`src/rtl/interl_pkg.sv`:
```
// interl_pkg: constants and types shared by the interleaver feed scheduler
// and the interleaver itself (packet length, counter width, PRBS-15 fill setup).
package interl_pkg;

    localparam int PACK_LEN = 4608;
    localparam int CNT_W    = 13;
    localparam int PRMB_LEN = 128;

    // PRBS-15 fill generator, polynomial x^15 + x^14 + 1
    localparam int                PRBS_W      = 15;
    localparam int                PRBS_TAP_HI = 14;
    localparam int                PRBS_TAP_LO = 13;
    localparam logic [PRBS_W-1:0] PRBS_SEED   = 15'h7FFF;

    typedef enum logic [1:0] {
        ARB,
        STREAM,
        GUARD
    } sched_state_t;

endpackage

```
`src/rtl/interl_prbs15.sv`:
```
// interl_prbs15: PRBS-15 (x^15 + x^14 + 1) fill-data generator.
// The output bit is the feedback bit, which is also shifted in on each enable.
// A load restores the all-ones seed so every fill packet starts identically.
module interl_prbs15
    import interl_pkg::*;
(
    input  logic iclk,
    input  logic irst,
    input  logic en,
    input  logic load,
    output logic fill_bit
);

    logic [PRBS_W-1:0] lfsr;

    assign fill_bit = lfsr[PRBS_TAP_HI] ^ lfsr[PRBS_TAP_LO];

    // Shift register: reload the seed at packet start, advance once per fill bit
    always_ff @(posedge iclk or negedge irst) begin
        if (!irst) begin
            lfsr <= PRBS_SEED;
        end else if (load) begin
            lfsr <= PRBS_SEED;
        end else if (en) begin
            lfsr <= {lfsr[PRBS_W-2:0], fill_bit};
        end
    end

endmodule

```
`src/rtl/interl_feed_sched.sv`:
```
// interl_feed_sched: packet-level round-robin scheduler feeding the interleaver
// write port from two bit-serial sources (0: FEC payload, 1: service frames).
// Whole packets are granted, followed by a guard gap so the interleaver can
// update its bank state. Bits pass through a two-stage pipeline
// (req -> source bit -> registered output).
// Optional feature: define INTL_FILL_EN to emit PRBS-15 fill packets when the
// interleaver is starved for FILL_TIMEOUT cycles.
module interl_feed_sched
    import interl_pkg::*;
#(
    parameter int GUARD_LEN    = 4,
    parameter int FILL_TIMEOUT = 1024
) (
    input  logic       iclk,
    input  logic       irst,
    input  logic       s0_rdy,
    input  logic       s1_rdy,
    output logic       s0_req,
    output logic       s1_req,
    input  logic       s0_val,
    input  logic       s1_val,
    input  logic       s0_dat,
    input  logic       s1_dat,
    input  logic       ireq,
    output logic       osop,
    output logic       oval,
    output logic       odat,
    output logic [1:0] ogrant,
    output logic       ofill,
    output logic       oerr
);

    sched_state_t     state;
    sched_state_t     state_nxt;
    logic [CNT_W-1:0] cnt;

    logic cur_src;
    logic cur_fill;
    logic rr_ptr;

    logic grant_go;
    logic grant_src;
    logic grant_fill;
    logic starve_hit;
    logic fill_bit;

    logic act_d;
    logic sop_d;
    logic last_d;
    logic src_d;
    logic fill_d;
    logic olast;

    logic sel_val;
    logic sel_dat;

    assign sel_val = src_d ? s1_val : s0_val;
    assign sel_dat = src_d ? s1_dat : s0_dat;

    // FSM state register
    always_ff @(posedge iclk or negedge irst) begin
        if (!irst) begin
            state <= ARB;
        end else begin
            state <= state_nxt;
        end
    end

    // FSM next state and arbitration decision; inputs are only looked at in ARB
    always_comb begin
        state_nxt  = state;
        grant_go   = 1'b0;
        grant_src  = 1'b0;
        grant_fill = 1'b0;
        unique case (state)
            ARB: begin
                if (ireq) begin
                    if (s0_rdy && s1_rdy) begin
                        grant_go  = 1'b1;
                        grant_src = rr_ptr;
                    end else if (s0_rdy) begin
                        grant_go  = 1'b1;
                        grant_src = 1'b0;
                    end else if (s1_rdy) begin
                        grant_go  = 1'b1;
                        grant_src = 1'b1;
                    end else if (starve_hit) begin
                        grant_go   = 1'b1;
                        grant_fill = 1'b1;
                    end
                end
                if (grant_go) begin
                    state_nxt = STREAM;
                end
            end
            STREAM: begin
                if (cnt == CNT_W'(PACK_LEN - 1)) begin
                    state_nxt = GUARD;
                end
            end
            GUARD: begin
                if (cnt == CNT_W'(GUARD_LEN - 1)) begin
                    state_nxt = ARB;
                end
            end
            default: begin
                state_nxt = ARB;
            end
        endcase
    end

    // FSM outputs: pull requests go only to the owning source, never during fill
    always_comb begin
        s0_req = 1'b0;
        s1_req = 1'b0;
        if (state == STREAM && !cur_fill) begin
            s0_req = ~cur_src;
            s1_req = cur_src;
        end
    end

    // Shared bit/guard counter, packet ownership and round-robin pointer
    always_ff @(posedge iclk or negedge irst) begin
        if (!irst) begin
            cnt      <= '0;
            cur_src  <= 1'b0;
            cur_fill <= 1'b0;
            rr_ptr   <= 1'b0;
        end else begin
            if (state_nxt != state) begin
                cnt <= '0;
            end else if (state != ARB) begin
                cnt <= cnt + CNT_W'(1);
            end
            if (grant_go) begin
                cur_src  <= grant_src;
                cur_fill <= grant_fill;
                if (!grant_fill) begin
                    rr_ptr <= ~grant_src;
                end
            end
        end
    end

    // First pipeline stage: tracks which bit the source is returning this cycle
    always_ff @(posedge iclk or negedge irst) begin
        if (!irst) begin
            act_d  <= 1'b0;
            sop_d  <= 1'b0;
            last_d <= 1'b0;
            src_d  <= 1'b0;
            fill_d <= 1'b0;
        end else begin
            act_d  <= (state == STREAM);
            sop_d  <= (state == STREAM) && (cnt == '0);
            last_d <= (state == STREAM) && (cnt == CNT_W'(PACK_LEN - 1));
            src_d  <= cur_src;
            fill_d <= cur_fill;
        end
    end

    // Output stage: a missing source bit is sent as 0 so the packet keeps its length
    always_ff @(posedge iclk or negedge irst) begin
        if (!irst) begin
            oval  <= 1'b0;
            osop  <= 1'b0;
            odat  <= 1'b0;
            olast <= 1'b0;
            oerr  <= 1'b0;
        end else begin
            oval  <= act_d;
            osop  <= sop_d;
            olast <= last_d;
            odat  <= act_d & (fill_d ? fill_bit : (sel_val & sel_dat));
            if (act_d && !fill_d && !sel_val) begin
                oerr <= 1'b1;
            end
        end
    end

    // Owner indication: set at grant, dropped once the last bit has left the output
    always_ff @(posedge iclk or negedge irst) begin
        if (!irst) begin
            ogrant <= 2'b00;
        end else if (grant_go) begin
            ogrant <= grant_fill ? 2'b00 : (grant_src ? 2'b10 : 2'b01);
        end else if (olast) begin
            ogrant <= 2'b00;
        end
    end

`ifdef INTL_FILL_EN
    localparam int STARVE_W = $clog2(FILL_TIMEOUT);

    logic [STARVE_W-1:0] starve_cnt;
    logic                ofill_q;

    assign starve_hit = (starve_cnt == STARVE_W'(FILL_TIMEOUT - 1));
    assign ofill      = ofill_q;

    // Starvation counter: interleaver wants data but neither source has a packet
    always_ff @(posedge iclk or negedge irst) begin
        if (!irst) begin
            starve_cnt <= '0;
        end else if (grant_go || (state == ARB && !ireq)) begin
            starve_cnt <= '0;
        end else if (state == ARB && !s0_rdy && !s1_rdy) begin
            starve_cnt <= starve_cnt + STARVE_W'(1);
        end
    end

    // Fill indication follows the same set/clear timing as the owner indication
    always_ff @(posedge iclk or negedge irst) begin
        if (!irst) begin
            ofill_q <= 1'b0;
        end else if (grant_go) begin
            ofill_q <= grant_fill;
        end else if (olast) begin
            ofill_q <= 1'b0;
        end
    end

    interl_prbs15 u_prbs (
        .iclk     (iclk),
        .irst     (irst),
        .en       (act_d & fill_d),
        .load     (grant_go & grant_fill),
        .fill_bit (fill_bit)
    );
`else
    assign starve_hit = 1'b0;
    assign fill_bit   = 1'b0;
    assign ofill      = 1'b0;
`endif

endmodule

```
`config.mk`:
```
export PLATFORM = sky130hd
export DESIGN_NAME = interl_feed_sched
export DESIGN_NICKNAME = d
export VERILOG_FILES = /design/src/rtl/interl_pkg.sv /design/src/rtl/interl_prbs15.sv /design/src/rtl/interl_feed_sched.sv
export SDC_FILE = /design/constraint.sdc
export NUM_CORES = 1
export LEC_CHECK = 0
export ABC_AREA = 1
export CORE_UTILIZATION = 45
export CTS_CLUSTER_DIAMETER = 200
export CTS_CLUSTER_SIZE = 25
export DETAILED_ROUTE_END_ITERATION = 8
export PLACE_DENSITY = 0.65
export SETUP_SLACK_MARGIN = 0.4
export SLEW_MARGIN = 20
export SYNTH_ARGS = -nofsm -noshare
export SYNTH_HDL_FRONTEND = slang
export SYNTH_SLANG_ARGS = --single-unit
```
`constraint.sdc`:
```
create_clock -name iclk -period 1.8 [get_ports iclk]
set_input_delay 0.36 -clock iclk [delete_from_list [all_inputs] [get_ports iclk]]
set_output_delay 0.36 -clock iclk [all_outputs]
set_load 0.02 [all_outputs]
```
==> results.py <==
metrics = {
    "routing": {
        "met1Wirelength_um": 1360,
        "wire_per_inst_um": 13.5,
        "highest_layer": "met4",
        "vias_per_cell": 5.12,
        "drt-total-wl_um": 3050,
        "routed-wl-met2_um": 1520,
        "drtPass1Iterations": 6,
        "drt_iter0_drc": 51,
        "remaining_drc_errors": 4,
        "dr_total_vias": 1158,
        "routed-wl-met3_um": 106,
        "postRouteAntennaNets": 0,
    },
    "cts": {
        "path_clk_slew_ps": 140,
        "clockBufferDepth": 2,
        "cts_buffers": 3,
        "clock-root-buffer": "clkbuf_4",
        "cts_sinks": 28,
        "clk_latency_ps": 330,
        "cts_tree": "yes",
        "ctsHtreeMaxLevel": 1,
    },
    "critical_path": {
        "cp-start-kind": "flip-flop",
        "worstPathRequired_ps": 1440,
        "regToRegStartpoint": "state[1]$_DFF_PN0_",
        "worstSetupPathType": "reg2out",
        "path_max_fanout": 4,
        "r2r_cells": 8,
        "end_kind": "output port",
        "worstPathArrival_ps": 1170,
        "reg2reg_to": "cnt[8]$_DFFE_PN0P_",
        "rrSetupSlack_ps": 370,
    },
    "timing": {
        "clock_skew_ps": 11.9,
        "fin_hold_ws_ps": 366,
        "final-hold-violation-count": 0,
        "finalSetupViolCount": 0,
        "finalCritPeriodShare_pct": 84.9,
        "tns_ps": 0,
        "maxSlewViolCount": 0,
        "rsz0062_at_grt": "yes",
        "fin_crit_ps": 1530,
        "max_clock_freq_mhz": 654,
    },
    "cells_and_area": {
        "nFillCells": 221,
        "drive_gt1_share_pct": 32.8,
        "num-nets-final": 207,
        "antenna_cells": 0,
        "postLayoutCoreUtil_pct": 65.1,
        "multiInputGateArea_um2": 737,
        "stdcell_count": 226,
        "ff_latch_area_um2": 704,
        "synthToLayoutAreaGrowth_pct": 33.7,
        "postLayoutCellArea_um2": 1840,
    },
    "min_path": {
        "hold_path.class": "reg2reg",
        "hold_depth": 0,
        "worstHoldStart": "sop_d$_DFF_PN0_",
        "hold_path_end": "osop$_DFF_PN0_",
    },
    "synthesis": {
        "yosysUniqueCellTypes": 27,
        "syn_avg_cell_area_um2": 8.51,
        "netlist_area_um2": 1380,
        "synth_area_leaders": "dfrtp_1, nand2_1, nor2_1",
        "synthCells": 162,
        "synth_top_flop_cell": "dfrtp_1",
        "synth-seq-cells": 28,
        "yosysTopAreaCell": "dfrtp_1",
        "synth_edf_count": 0,
        "async_reset_ff_share_pct": 100,
        "netlist.area_leader.share_pct": 50.8,
        "ys_seq_area_share_pct": 50.8,
        "yosys_warnings": 0,
        "synth_fp_nets": 173,
        "yosysMostFrequentCell": "nand2_1",
        "yosys-top-cells-count": "nand2_1, nor2_1, dfrtp_1",
    },
    "floorplanning": {
        "die_h_um": 57.4,
        "io_pins": 18,
        "die-area_um2": 3290,
        "start_util_pct": 48.7,
        "die_width_um": 57.4,
        "rows": 19,
        "core_area_um2": 2830,
    },
    "placed_design": {
        "dp.final_hpwl_um": 1920,
        "port_buffers": 16,
        "place_area_um2": 1600,
        "dp_cells": 212,
        "gp_congestion": 0.804,
    },
    "pwr": {
        "leakage_nw": 0.868,
        "p_per_area_nw_per_um2": 532,
        "peakVddDrop_v": 0.000371,
    },
    "status": {
        "violations": "design-rule violations",
        "outcome": "finished with violations",
    },
    "grt": {
        "gr-total-overflow": 0,
        "track_usage_pct": 19.6,
        "grt_first_pass_wirelength_um": 4860,
        "grt_max_degree": 29,
        "first_global_vias": 1098,
        "antenna_found_initial": 0,
    },
    "job": {
        "max_cap_viol_count": 0,
    },
}
## repair_timing
action,CTS,global route
setup endpoints to repair,21,22
pin swaps,4,10
cloned,1,0
setup buffers,6,3
hold buffers,0,0
gates resized for setup,27,39
## flip-flops by register name, indices dropped and copies added, names as in the netlist
| name | cells |
|---|---|
| act_d | 1 |
| sop_d | 1 |
| cur_src | 1 |
| olast | 1 |
| rr_ptr | 1 |
| osop | 1 |
| oval | 1 |
| last_d | 1 |
| oerr | 1 |
| src_d | 1 |
| odat | 1 |
| ogrant | 2 |
| state | 2 |
| cnt | 13 |
## critical path, cell delays in order (launching register included)
cell and delay, ps:
dfrtp_1 380, inv_2 60, nor2_4 110, inv_2 60
nor2_1 90, buf_4 150
## metal layers
metal / vias to the layer above / track usage (%)
li1: 566 / -
met1: 556 / 26.8
met2: 28 / 31.6
met3: 8 / 2.95
met4: 0 / 7.32
met5: - / 0
## report_power, final
group	switching (W)	internal, W
clock network	0.000185	0.000124
registers	0.000000413	0.000630
logic	0.0000212	0.0000194
## final cells by class
class,count,area share (%)
inverter,23,4.68
clock buffer,4,1.97
tap,31,2.10
timing repair buffer,29,13.0
multi-input combinational,111,40.0
sequential,28,38.2
## stage by stage
stage,total power (W),worst slack [ps]
finish,0.000980,272
CTS,0.000987,251
global route,0.00101,212
global placement,0.000683,162
floorplan,0.000651,457
detailed placement,0.000685,144
## placed cells by master, fill, tap and decap left out, drive strengths merged
cell	netlist	layout
inv	23	23
nor2	34	34
clkdlybuf4s15	0	2
o21ai	7	7
clkbuf	0	8
o2111ai	1	1
nand3	12	12
nor3	5	5
clkdlybuf4s50	0	8
dfrtp	28	28
a21o	1	1
xor2	6	6
conb	1	1
xnor2	1	1
buf	1	15
mux2i	1	1
nand4	3	3
o21a	1	1
nand2	33	34
or2	2	2
ha	2	2
## logic make-up after synthesis
logic type	synth area share, %
compound gates	4.27
xor+xnor	4.45
fa+ha+maj	1.81
buf+inv	6.81
flops	50.8
mux	0.726
other cells	0.272
simple gates	30.9
## worst max path at each step
stage,cells after the start,to,from,slack (ps)
CTS,5,s1_req,state[0]$_DFF_PN0_,250
finish,5,s1_req,state[0]$_DFF_PN0_,270
floorplan,8,cnt[12]$_DFFE_PN0P_,cnt[1]$_DFFE_PN0P_,460
detailed placement,7,cnt[5]$_DFFE_PN0P_,s1_rdy,140
global route,5,s1_req,state[0]$_DFF_PN0_,210
global placement,4,s0_req,state[1]$_DFF_PN0_,160
No activity file was read; power rests on OpenSTA's default activity.
